**src/rtl/snn_pkg.sv**
```systemverilog
// Shared definitions for the spiking-network output path.
//   - scc_state_t : classifier FSM states (IDLE / COUNT / SCAN / DONE)
//   - lif_state_t : state encodings of the upstream time-multiplexed LIF engine
//   - DEF_*       : default classifier dimensions
//   - width_of()  : clog2-based width helper (never returns less than 1)
package snn_pkg;

  typedef enum logic [1:0] {
    S_IDLE  = 2'd0,
    S_COUNT = 2'd1,
    S_SCAN  = 2'd2,
    S_DONE  = 2'd3
  } scc_state_t;

  typedef enum logic [1:0] {
    LIF_IDLE  = 2'd0,
    LIF_LOAD  = 2'd1,
    LIF_INTEG = 2'd2,
    LIF_FIRE  = 2'd3
  } lif_state_t;

  function automatic int width_of(input int n);
    return (n <= 1) ? 1 : $clog2(n);
  endfunction

  localparam int DEF_N_CLASS = 10;
  localparam int DEF_N_STEPS = 25;
  localparam int DEF_CNT_W   = 8;
  localparam int DEF_CIDX_W  = width_of(DEF_N_CLASS);
  localparam int DEF_STEP_W  = 8;

endpackage

```
**src/rtl/scc_sat_counter.sv**
```systemverilog
// Saturating up-counter for one class of the spike-count classifier.
// Ports:
//   clk    in  clock, rising edge
//   rst_n  in  asynchronous reset, active low
//   clear  in  synchronous clear to 0 (has priority over inc_en)
//   inc_en in  add one this cycle, sticking at all-ones instead of wrapping
//   count  out current count
module scc_sat_counter
  import snn_pkg::*;
#(
  parameter int CNT_W = DEF_CNT_W
) (
  input  logic             clk,
  input  logic             rst_n,
  input  logic             clear,
  input  logic             inc_en,
  output logic [CNT_W-1:0] count
);

  localparam logic [CNT_W-1:0] ONE = 1;

  always_ff @(posedge clk or negedge rst_n) begin
    if (!rst_n) begin
      count <= '0;
    end else if (clear) begin
      count <= '0;
    end else if (inc_en && (count != '1)) begin
      count <= count + ONE;
    end
  end

endmodule

```
**src/rtl/spike_count_classifier.sv**
```systemverilog
// Output stage after the LIF layer engine: accumulates per-class spike counts
// over a frame of N_STEPS timesteps, then runs a one-class-per-cycle argmax
// scan and pulses class_valid with the winner.
// Optional feature macro: SCC_MARGIN_EN adds runner-up tracking and the
// class_margin output (winner count minus runner-up count).
// Ports:
//   clk, rst_n       clock (rising edge), asynchronous active-low reset
//   frame_start      pulse: clear counts and begin a new frame (any state)
//   step_done        pulse: spikes_in_bits valid this cycle
//   spikes_in_bits   spikes of one timestep, bit i = class i
//   busy             high while counting or scanning
//   class_valid      1-cycle pulse when a decision is ready
//   class_idx        winning class, held until next frame_start
//   class_count      spike count of the winner, held
//   no_spikes        winner count is zero, held
//   class_margin     [SCC_MARGIN_EN] winner minus runner-up count, held
module spike_count_classifier
  import snn_pkg::*;
#(
  parameter int N_CLASS = DEF_N_CLASS,
  parameter int N_STEPS = DEF_N_STEPS,
  parameter int CNT_W   = DEF_CNT_W,
  parameter int CIDX_W  = DEF_CIDX_W,
  parameter int STEP_W  = DEF_STEP_W
) (
  input  logic               clk,
  input  logic               rst_n,
  input  logic               frame_start,
  input  logic               step_done,
  input  logic [N_CLASS-1:0] spikes_in_bits,
  output logic               busy,
  output logic               class_valid,
  output logic [CIDX_W-1:0]  class_idx,
  output logic [CNT_W-1:0]   class_count,
  output logic               no_spikes
`ifdef SCC_MARGIN_EN
  ,
  output logic [CNT_W-1:0]   class_margin
`endif
);

  localparam logic [STEP_W-1:0] STEP_LAST = STEP_W'(N_STEPS - 1);
  localparam logic [CIDX_W-1:0] SCAN_LAST = CIDX_W'(N_CLASS - 1);

  scc_state_t        state, state_nxt;
  logic [CNT_W-1:0]  cnt [N_CLASS];
  logic [STEP_W-1:0] step_idx;
  logic [CIDX_W-1:0] scan_idx, best_idx, best_idx_nxt;
  logic [CNT_W-1:0]  scan_cnt, best_cnt, best_cnt_nxt;
  logic              step_take, last_step, scan_last, new_best;

  // A step only counts while in COUNT and when frame_start is not
  // simultaneously restarting the frame.
  assign step_take = (state == S_COUNT) && step_done && !frame_start;
  assign last_step = step_take && (step_idx == STEP_LAST);
  assign scan_last = (state == S_SCAN) && (scan_idx == SCAN_LAST);
  assign busy      = (state == S_COUNT) || (state == S_SCAN);

  for (genvar i = 0; i < N_CLASS; i++) begin : g_cnt
    scc_sat_counter #(.CNT_W(CNT_W)) u_cnt (
      .clk    (clk),
      .rst_n  (rst_n),
      .clear  (frame_start),
      .inc_en (step_take && spikes_in_bits[i]),
      .count  (cnt[i])
    );
  end

  // Select the count under inspection; a single comparator then walks the
  // classes one per cycle. Strict greater-than keeps the lowest index on ties.
  always_comb begin
    scan_cnt = '0;
    for (int i = 0; i < N_CLASS; i++) begin
      if (scan_idx == CIDX_W'(i)) scan_cnt = cnt[i];
    end
    new_best     = scan_cnt > best_cnt;
    best_cnt_nxt = new_best ? scan_cnt : best_cnt;
    best_idx_nxt = new_best ? scan_idx : best_idx;
  end

`ifdef SCC_MARGIN_EN
  logic [CNT_W-1:0] second_cnt, second_cnt_nxt;

  // The displaced best becomes the runner-up; otherwise a count that beats
  // the current runner-up replaces it. Equal top counts leave margin 0.
  always_comb begin
    second_cnt_nxt = second_cnt;
    if (new_best)                     second_cnt_nxt = best_cnt;
    else if (scan_cnt > second_cnt)   second_cnt_nxt = scan_cnt;
  end

  always_ff @(posedge clk or negedge rst_n) begin
    if (!rst_n) begin
      second_cnt   <= '0;
      class_margin <= '0;
    end else if (frame_start) begin
      class_margin <= '0;
    end else begin
      if (last_step)          second_cnt   <= '0;
      if (state == S_SCAN)    second_cnt   <= second_cnt_nxt;
      if (scan_last)          class_margin <= best_cnt_nxt - second_cnt_nxt;
    end
  end
`endif

  always_ff @(posedge clk or negedge rst_n) begin
    if (!rst_n) state <= S_IDLE;
    else        state <= state_nxt;
  end

  // DONE behaves like IDLE; frame_start restarts counting from any state.
  always_comb begin
    state_nxt = state;
    case (state)
      S_COUNT: if (last_step) state_nxt = S_SCAN;
      S_SCAN:  if (scan_last) state_nxt = S_DONE;
      default: state_nxt = state;
    endcase
    if (frame_start) state_nxt = S_COUNT;
  end

  // Step counter, argmax registers and held results.
  always_ff @(posedge clk or negedge rst_n) begin
    if (!rst_n) begin
      step_idx    <= '0;
      scan_idx    <= '0;
      best_cnt    <= '0;
      best_idx    <= '0;
      class_valid <= 1'b0;
      class_idx   <= '0;
      class_count <= '0;
      no_spikes   <= 1'b0;
    end else if (frame_start) begin
      step_idx    <= '0;
      class_valid <= 1'b0;
      class_idx   <= '0;
      class_count <= '0;
      no_spikes   <= 1'b0;
    end else begin
      class_valid <= 1'b0;
      if (step_take) step_idx <= step_idx + STEP_W'(1);
      if (last_step) begin
        scan_idx <= '0;
        best_cnt <= '0;
        best_idx <= '0;
      end
      if (state == S_SCAN) begin
        scan_idx <= scan_idx + CIDX_W'(1);
        best_cnt <= best_cnt_nxt;
        best_idx <= best_idx_nxt;
        if (scan_last) begin
          class_valid <= 1'b1;
          class_idx   <= best_idx_nxt;
          class_count <= best_cnt_nxt;
          no_spikes   <= (best_cnt_nxt == '0);
        end
      end
    end
  end

endmodule

```
**config.mk**
```make
export PLATFORM = sky130hd
export DESIGN_NAME = spike_count_classifier
export DESIGN_NICKNAME = d
export VERILOG_FILES = /design/src/rtl/snn_pkg.sv /design/src/rtl/scc_sat_counter.sv /design/src/rtl/spike_count_classifier.sv
export SDC_FILE = /design/constraint.sdc
export NUM_CORES = 1
export LEC_CHECK = 0
export CAP_MARGIN = 20
export CORE_MARGIN = 2
export CORE_UTILIZATION = 40
export CTS_BUF_LIST = sky130_fd_sc_hd__clkbuf_16
export DETAILED_ROUTE_END_ITERATION = 16
export PLACE_DENSITY = 0.66
export RECOVER_POWER = 25
export SETUP_SLACK_MARGIN = 0.15
export SYNTH_ARGS = -nofsm -noshare
export SYNTH_HDL_FRONTEND = slang
export SYNTH_HIERARCHICAL = 1
export SYNTH_SLANG_ARGS = --single-unit
```
**constraint.sdc**
```tcl
create_clock -name clk -period 3.15 [get_ports clk]
set_clock_uncertainty 0.05 [all_clocks]
set_input_delay 0.7875 -clock clk [delete_from_list [all_inputs] [get_ports clk]]
set_output_delay 0.7875 -clock clk [all_outputs]
set_load 0.03 [all_outputs]
```
After elaboration in Yosys (flattened, before gate mapping)
Index checks and enable logic that the tools add are counted.
{"block": "totals", "input_bits": 14, "ff_bits": 120, "elab_cells": 158}
{"block": "op_classes", "eq_ne": 24, "add_sub_neg": 12, "mux": 55, "bitwise": 1, "reduce_logical": 46, "magnitude_cmp": 1}
{"operator": "2-to-1 mux 8 bit", "n": 38}
{"operator": "adder 8 x 1 -> 8 bit (second input constant)", "n": 11}
{"operator": "!= test 8 bit (second input constant)", "n": 10}
{"operator": "2-to-1 mux 4 bit", "n": 7}
{"operator": "nonzero test 2 bit", "n": 14}
{"operator": "logical AND 1 bit", "n": 24}
{"operator": "== test 4 x 3 -> 1 bit (second input constant)", "n": 4}
{"operator": "== test 4 x 2 -> 1 bit (second input constant)", "n": 2}
{"operator": "== test 4 bit (second input constant)", "n": 2}
{"operator": "== test 8 x 5 -> 1 bit (second input constant)", "n": 1}
{"operator": "greater-than comparator 8 bit", "n": 1}
{"operator": "logical NOT 8 bit", "n": 1}
{"operator": "2-to-1 mux 1 bit", "n": 6}
{"operator": "2-to-1 mux 2 bit", "n": 3}
{"operator": "!= test 3 bit (second input constant)", "n": 2}
{"operator": "adder 4 x 1 -> 4 bit (second input constant)", "n": 1}
{"operator": "== test 4 x 1 -> 1 bit (second input constant)", "n": 1}
{"operator": "logical NOT 4 bit", "n": 1}
{"operator": "one-hot mux 2 bit (2 select lines)", "n": 1}
{"operator": "AND reduction 2 bit", "n": 2}
{"operator": "AND reduction 3 bit", "n": 1}
{"operator": "nonzero test 3 bit", "n": 1}
{"operator": "== test 2 x 1 -> 1 bit (second input constant)", "n": 1}
{"operator": "== test 2 bit (second input constant)", "n": 1}
{"operator": "other kinds (3)", "n": 3}

Longest topological paths before layout
Gate-level depths: netlist of the first run.
{"block": "depth", "depth_word": 17, "ltp_mapped": 20, "ltp_nobuf": 16}

Cells and area by module
Netlist of the first run, hierarchy kept.
{"mod": "scc_sat_counter", "instances": 10, "area_each_um2": 464.2, "cells_per_inst": 49}
{"mod": "spike_count_classifier", "instances": 1, "area_each_um2": 3260.6, "cells_per_inst": 395}

Worst setup path after synthesis of the first run
OpenSTA, ideal clock, no wires.
{"block": "synth_path", "kind": "register to register", "start": "register scan_idx[0]", "end": "register no_spikes", "n_path_buf": 3, "stages_incl_launch_ff": 20, "setup_time_ps": 92, "slack_ps": -240, "arrival_time_ps": 3248, "t_required_ps": 3008, "cell_sequence": "dfrtp_1 inv_1 ha_1 buf_2 buf_2 a21oi_1 o21ai_0 a32oi_1 nand2_1 o21ai_0 o21ai_1 ha_1 a21oi_1 nor2b_1 o22a_1 a21o_1 buf_4 a31oi_1 nand2_1 o31ai_2"}
{"block": "synth_via", "elab_chain_len": 17, "word_cells_on_any_way": 29, "cone_classes": "order compare (1); eq/ne (9); mux (14); reduce/logical (5)"}
{"item": "start, declared", "line": "spike_count_classifier.sv:48", "text": "logic [CIDX_W-1:0] scan_idx, best_idx, best_idx_nxt;"}
{"item": "start signal, assigned", "line": "spike_count_classifier.sv:148", "text": "scan_idx <= scan_idx + CIDX_W'(1);"}
{"item": "logical NOT 4 bit", "line": "spike_count_classifier.sv:74", "text": "if (scan_idx == CIDX_W'(i)) scan_cnt = cnt[i];"}
{"item": "2-to-1 mux 8 bit (10 in a row)", "line": "spike_count_classifier.sv:74"}
{"item": "greater-than comparator 8 bit", "line": "spike_count_classifier.sv:76", "text": "new_best = scan_cnt > best_cnt;"}
{"item": "2-to-1 mux 8 bit", "line": "spike_count_classifier.sv:77", "text": "best_cnt_nxt = new_best ? scan_cnt : best_cnt;"}
{"item": "logical NOT 8 bit", "line": "spike_count_classifier.sv:155", "text": "no_spikes <= (best_cnt_nxt == '0);"}
{"item": "2-to-1 mux 1 bit", "line": "spike_count_classifier.sv:151", "text": "if (scan_last) begin"}
{"item": "2-to-1 mux 1 bit", "line": "spike_count_classifier.sv:147", "text": "if (state == S_SCAN) begin"}
{"item": "2-to-1 mux 1 bit", "line": "spike_count_classifier.sv:133", "text": "end else if (frame_start) begin"}
{"item": "end signal, assigned", "line": "spike_count_classifier.sv:155"}
{"item": "end, declared", "line": "spike_count_classifier.sv:35", "text": "output logic no_spikes"}
Parallel ways exist; a longest one is shown, timed or not. The select of a mux whose other input is x is not followed.
A chain may end at the register's enable or synchronous reset.

Final worst setup path of the first run
Same ends and word-level chain as after synthesis.

==> results of run 1 <==
## kinds of logic (layout without fill, tap and decap cells)
group / after synthesis / after routing / synth area share
fa+ha+maj: 26 / 26 / 0.0412
simple gates: 375 / 375 / 0.270
flops: 120 / 120 / 0.380
compound gates: 218 / 218 / 0.189
xor+xnor: 7 / 7 / 0.00776
mux: 40 / 40 / 0.0554
buf+inv: 99 / 236 / 0.0567
## timing repair
| item | in CTS | in global routing |
|---|---|---|
| buffers inserted | 16 | 6 |
| endpoints found under the setup margin | 25 | 25 |
| gates resized for setup | 51 | 38 |
| hold buffers | 0 | 0 |
| gates cloned | 1 | 0 |
| hold endpoints to repair | 0 | 0 |
| pin swaps | 28 | 26 |
## layout make-up
| class | instances | area, um2 | area share |
|---|---|---|---|
| clock buffer | 17 | 425 | 0.0414 |
| clock inverter | 15 | 156 | 0.0152 |
| inverter | 49 | 189 | 0.0184 |
| multi-input combinational | 666 | 4820 | 0.470 |
| sequential | 120 | 3010 | 0.293 |
| tap | 265 | 332 | 0.0323 |
| timing repair buffer | 155 | 1340 | 0.130 |
## worst paths after layout
check                                          from                             endpoint  slack [ns]  cells after the start
setup / recovery            scan_idx[0]$_DFFE_PN0P_                no_spikes$_DFFE_PN0P_       -0.34                     16
setup reg to reg            scan_idx[0]$_DFFE_PN0P_                no_spikes$_DFFE_PN0P_       -0.34                     16
hold / removal             class_idx[3]$_DFFE_PN0P_             class_idx[3]$_DFFE_PN0P_        0.43                      2
max in group asynchronous                     rst_n  g_cnt[8].u_cnt/count[6]$_DFFE_PN0P_        0.53                      2
hold reg to reg            class_idx[3]$_DFFE_PN0P_             class_idx[3]$_DFFE_PN0P_        0.43                      2
min in group asynchronous                     rst_n  g_cnt[5].u_cnt/count[5]$_DFFE_PN0P_        1.06                      1
## tightest hold or removal path, stage by stage, from the launching register on
cell and delay (ns):
dfrtp_1 0.34, nand2_1 0.05, o21ai_1 0.06
## state kept, by name (all words and copies together), names as in the netlist, 2 cells and up
name and cells:
state 2, scan_idx 4, best_idx 4, class_idx 4
best_cnt 8, step_idx 8, g_cnt.u_cnt/count 80, class_count 8
## per-layer routing
| layer | vias to the layer above | GRT usage |
|---|---|---|
| li1 | 3496 | - |
| met1 | 3518 | 0.285 |
| met2 | 173 | 0.346 |
| met3 | 37 | 0.0440 |
| met4 | 0 | 0.0644 |
| met5 | - | 0 |
## metrics by stage
step	worst slack, ns	total power, mW	hold WS, ns	std cells	setup TNS, ns
after floorplan	-0.122	4.02	0.415	885	-0.122
after global placement	-0.465	5.37	0.420	1232	-9.08
after detailed placement	-0.603	5.42	0.425	1232	-11.92
after CTS	-0.298	8.37	0.328	1281	-4.85
after global routing	-0.498	9.45	0.474	1287	-10.38
final	-0.340	8.99	0.435	1287	-6.78
## power groups by stage
stage	logic, mW	clock network (mW)	registers [mW]
2_1_floorplan	2.29	0	1.74
3_3_place_gp	3.62	0	1.75
3_5_place_dp	3.67	0	1.75
4_1_cts	4.64	1.99	1.74
5_1_grt	5.64	2.06	1.76
6_report	5.30	1.95	1.75
## cell usage after synthesis, drive strengths merged (26+ instances only)
library cell,n
dfrtp,120
ha,26
nor2b,41
nand2,70
a21oi,61
o21ai,44
nand2b,35
nor3,44
nor2,42
nand3,39
inv,49
buf,31
## cell usage in the layout (no fill, tap or decap), drive strengths merged, types with 26 or more instances in the layout
| cell | instances |
|---|---|
| buf | 125 |
| nor2 | 42 |
| nor2b | 41 |
| inv | 60 |
| a21oi | 61 |
| dfrtp | 120 |
| nand2 | 70 |
| o21ai | 44 |
| ha | 26 |
| nor3 | 44 |
| nand3 | 39 |
| clkdlybuf4s50 | 26 |
| nand2b | 35 |
==> impl_metrics.tcl, run 1 <==
set metrics [dict create \
    status "finished, violations left" \
    failed_checks "capacitance limit, slew limit, setup timing" \
    fin_util 0.529 \
    die_x_um 145 \
    synth-edff-count 0 \
    ys_ff_latch 120 \
    io-pin-count 29 \
    clock-sinks 120 \
    grt_max_degree 68 \
    start_util 0.407 \
    power.leakage_nw 4.25 \
    p_int_mw 5.59 \
    grt_pass1_wl_um 34800 \
    pwr-share-clk 0.217 \
    required_ns 3.44 \
    syn-num-nets 925 \
    grt_pass1_vias 6761 \
    wirelength_um 21200 \
    clock.fmax_ghz 0.287 \
    synthArstFlopShare 1.00 \
    die_h_um 145 \
    via_per_inst 5.61 \
    syn_inst 885 \
    grt-ovfl-total 0 \
    hp-class "register to register" \
    core_mm2 0.0194 \
    cp.arrival_ns 3.78 \
    ant_nets 0 \
    post-dp-hpwl_um 14900 \
    wire_per_inst_um 16.5 \
    path_delay_family "compound AO/OA/AOI/OAI gates" \
    yosysTopAreaCellShare 0.380 \
    clk_pin_slew_worst_paths_ns 0.06 \
    end_kind "register" \
    ys_seq_area_frac 0.380 \
    max_slew_margin -0.625 \
    rows 51 \
    fin_crit_sh 1.11 \
    dr_wl_met2_um 10200 \
    synthTopCellsByArea "dfrtp_1 (38%), ha_1 (4.1%), a21oi_1 (3.8%)" \
    cts_buffers 17 \
    finalInstanceArea_mm2 0.0103 \
    setup_viol 25 \
    vias 7224 \
    cts_tree "built" \
    cts_max_path_buffers 2 \
    drv_cap 1 \
    worstPathCellList "ha_4 > buf_6 > buf_6 > nand3b_1 > a221oi_2 > nor3_2 > o211ai_1 > ha_1 > nand2b_1 > a21oi_2 > o31a_1 > a21o_4 > buf_6 > mux2i_2 > nand4_1 > o31ai_2" \
    nNetsFinal 1049 \
    syn_area_mm2 0.00790 \
    synth.distinct_cells 69 \
    p_seq_frac 0.194 \
    grt_usage 0.212 \
    drtIter0Drc 473 \
    yosysTopAreaCell "dfrtp_1" \
    met3_wirelength_um 938 \
    path_common_cell "buf_6" \
    routabilityCongestion 0.953 \
    startpoint_type "register" \
    p_comb_frac 0.589 \
    crit_slowest_cell "dfrtp_2" \
    vdd_drop_max_mv 0.780 \
    cp_num_buf_inv 3 \
    slew_violations 42 \
    slowest_delay_ns 0.47 \
    hold_viol_final 0 \
    drive_gt1_frac 0.261 \
    max_slew.worst_pin.slew_ns 2.44 \
    antenna_found_initial 0 \
    switching_share 0.378 \
    die_area_mm2 0.0209 \
    routed.top_layer "met4" \
    n_fill_cell 1739 \
    worstPathMaxFanout 5 \
    placed_area_mm2 0.00909 \
    worst-setup-path-type "register to register" \
    clk_latency_ns 0.42 \
    insertedDiodeCount 0 \
    wl_met1_um 9650 \
    power_density_mw_per_mm2 876 \
    switching_power_mw 3.40 \
    syn_to_final_growth_pct 29.9 \
    h-tree-depth 4 \
    drc 0 \
    period_needed_ns 3.49 \
    cts-root-buf "clkbuf_16" \
    rsz0062_at_grt "yes" \
    yosys_warnings 6 \
    io_buffers 28 \
    avgSynthCellArea_um2 8.93 \
    fin_ws_ns -0.340 \
    synth_flop_cell "dfrtp_1" \
    dr.pass1.iters 5 \
]
Note: power is estimated with default switching activity, not from simulation.
==> run 2, diff against run 1 <==
--- a/config.mk
+++ b/config.mk
@@ -17,3 +17,4 @@
 export SYNTH_HDL_FRONTEND = slang
 export SYNTH_HIERARCHICAL = 1
 export SYNTH_SLANG_ARGS = --single-unit
+export TNS_END_PERCENT = 50
==> impl_metrics.tcl, run 2 (synthesized netlist as in run 1, its figures left out) <==
set metrics [dict create \
    worst-setup-path-type "register to register" \
    fin_ws_ns -0.359 \
    nNetsFinal 1040 \
    met2_usage 0.343 \
    power_density_mw_per_mm2 869 \
    total_power_mw 8.88 \
    power.leakage_nw 4.22 \
    startpoint_type "register" \
    drc 0 \
    rows 51 \
    hp-start "class_count[4]$_DFFE_PN0P_" \
    drive_gt1_frac 0.254 \
    period_needed_ns 3.51 \
    clock-sinks 120 \
    crit_slowest_cell "dfrtp_2" \
    path_common_cell "buf_6" \
    rr_endpoint "no_spikes$_DFFE_PN0P_" \
    cp_num_buf_inv 2 \
    wire_per_inst_um 16.8 \
    slowest_delay_ns 0.46 \
    hold_depth 2 \
    die_area_mm2 0.0209 \
    fin_crit_sh 1.11 \
    cts_tree "built" \
    multiInputGateArea_mm2 0.00481 \
    grt_pass1_vias 6928 \
    grt.busiest_layer "met2" \
    cts_buffers 17 \
    ctsHoldBuffers 0 \
    clk_pin_slew_worst_paths_ns 0.07 \
    hold_viol_final 0 \
    status "finished, violations left" \
    max_slew_margin -0.284 \
    max_slew.worst_pin.slew_ns 1.93 \
    seq_area_mm2 0.00300 \
    worstRegToRegCells 15 \
    r2r_slack_ns -0.36 \
    post-dp-hpwl_um 14700 \
    failed_checks "capacitance limit, slew limit, setup timing" \
    die_h_um 145 \
    required_ns 3.45 \
    via_per_inst 5.60 \
    cp.arrival_ns 3.81 \
    vias 7156 \
    worstPathMaxFanout 6 \
    gr-usage-met1 0.293 \
    core_mm2 0.0194 \
    insertedDiodeCount 0 \
    ant_nets 0 \
    wirelength_um 21500 \
    syn_to_final_growth_pct 29.3 \
    largest_reg_flops 80 \
    routabilityCongestion 0.913 \
    drv_cap 1 \
    start_util 0.407 \
    vdd_drop_max_mv 0.630 \
    whs_ns 0.433 \
    io_buffers 28 \
    final_cell_mix "dfrtp_1 (119), buf_4 (98), nand2_1 (69), a21oi_1 (58), inv_1 (47)" \
    regMostFlops "g_cnt.u_cnt/count" \
    clock.fmax_ghz 0.285 \
    final_common_cell "dfrtp_1" \
    grt_max_degree 93 \
    worstPathCellList "buf_6 > ha_4 > or3_4 > a221oi_2 > o32ai_2 > a211oi_2 > ha_1 > a21oi_1 > nor2b_1 > o22a_1 > a21o_1 > buf_6 > mux2i_4 > nand4_1 > o31ai_2" \
    setup_viol 25 \
    clk_latency_ns 0.43 \
    hold_path_end "class_count[4]$_DFFE_PN0P_" \
    stdcell_count 1278 \
    grt_pass1_wl_um 35300 \
    n_fill_cell 1776 \
    cts-root-buf "clkbuf_16" \
    timing.rr.start "scan_idx[0]$_DFFE_PN0P_" \
    die_x_um 145 \
    antenna_found_initial 1 \
    path_delay_family "compound AO/OA/AOI/OAI gates" \
    io-pin-count 29 \
    h-tree-depth 4 \
    dp_cells 1226 \
    drtIter0Drc 544 \
    rsz0062_at_grt "yes" \
    fin_util 0.527 \
    finalSetupTns_ns -6.74 \
    end_kind "register" \
    grt_usage 0.215 \
    grt-ovfl-total 0 \
    met3_usage 0.0417 \
    cts_max_path_buffers 2 \
    slew_violations 37 \
    hp-class "register to register" \
    dr.pass1.iters 5 \
]
==> run 2: cell count changes in the layout (fill, tap and decap cells not counted), sizes merged <==
cell      change
clkinv        +2
bufbuf        -1
clkinvlp      +1
inv           -4
buf           -8
bufinv        +1
==> run 2: cell type report <==
| class | instances | share of cell area |
|---|---|---|
| Clock buffer | 17 | 0.0416 |
| Clock inverter | 15 | 0.0163 |
| Inverter | 49 | 0.0182 |
| Sequential cell | 120 | 0.294 |
| Timing Repair Buffer | 146 | 0.127 |
| Tap cell | 265 | 0.0324 |
| Multi-Input combinational cell | 666 | 0.471 |
==> run 2: worst max-delay path by stage <==
stage | startpoint | depth (start not counted) | endpoint
finish | scan_idx[0]$_DFFE_PN0P_ | 15 | no_spikes$_DFFE_PN0P_
global route | scan_idx[0]$_DFFE_PN0P_ | 15 | no_spikes$_DFFE_PN0P_
CTS | scan_idx[0]$_DFFE_PN0P_ | 17 | no_spikes$_DFFE_PN0P_
detailed placement | scan_idx[1]$_DFFE_PN0P_ | 15 | best_idx[0]$_DFFE_PN0P_
global placement | scan_idx[1]$_DFFE_PN0P_ | 15 | best_idx[2]$_DFFE_PN0P_
floorplan | scan_idx[1]$_DFFE_PN0P_ | 18 | no_spikes$_DFFE_PN0P_
==> run 2: power breakdown <==
part | total (mW) | leakage [nW] | internal [mW] | switching [mW]
clock network | 1.99 | 0.287 | 1.18 | 0.811
registers | 1.75 | 1.66 | 1.63 | 0.114
logic | 5.14 | 2.28 | 2.70 | 2.44
==> run 2: timing repair <==
action | 4_1_cts | 5_1_grt
pin swaps | 24 | 20
resized for setup | 62 | 25
cloned | 0 | 1
endpoints found under the setup margin | 25 | 25
buffers inserted | 15 | 4
==> run 2: metrics by stage <==
stage | cell area, um2 | setup WS (ns)
after floorplan | 7970 | -0.125
after global placement | 9080 | -0.444
after detailed placement | 9080 | -0.472
after CTS | 10100 | -0.256
after global routing | 10200 | -0.506
final | 10200 | -0.359
==> run 2: routing by layer <==
metal	up-vias	share of wire
met5	-	0
met4	0	0.019
met3	31	0.042
met2	150	0.48
met1	3491	0.46
li1	3484	-
==> run 2: worst reg2reg max path: stages (launching register included) <==
cell and delay (ns):
dfrtp_2 0.46, buf_6 0.14, ha_4 0.17, or3_4 0.38, a221oi_2 0.23, o32ai_2 0.15, a211oi_2 0.33, ha_1 0.22
a21oi_1 0.07, nor2b_1 0.13, o22a_1 0.19, a21o_1 0.17, buf_6 0.16, mux2i_4 0.25, nand4_1 0.15, o31ai_2 0.19
==> run 3, diff against run 2 <==
--- a/config.mk
+++ b/config.mk
@@ -9,6 +9,7 @@
 export CORE_MARGIN = 2
 export CORE_UTILIZATION = 40
 export CTS_BUF_LIST = sky130_fd_sc_hd__clkbuf_16
+export CTS_CLUSTER_DIAMETER = 60
 export DETAILED_ROUTE_END_ITERATION = 16
 export PLACE_DENSITY = 0.66
 export RECOVER_POWER = 25
==> results of run 3 <==
Same layout as run 2: the final DEF is identical, and so are final timing and power.
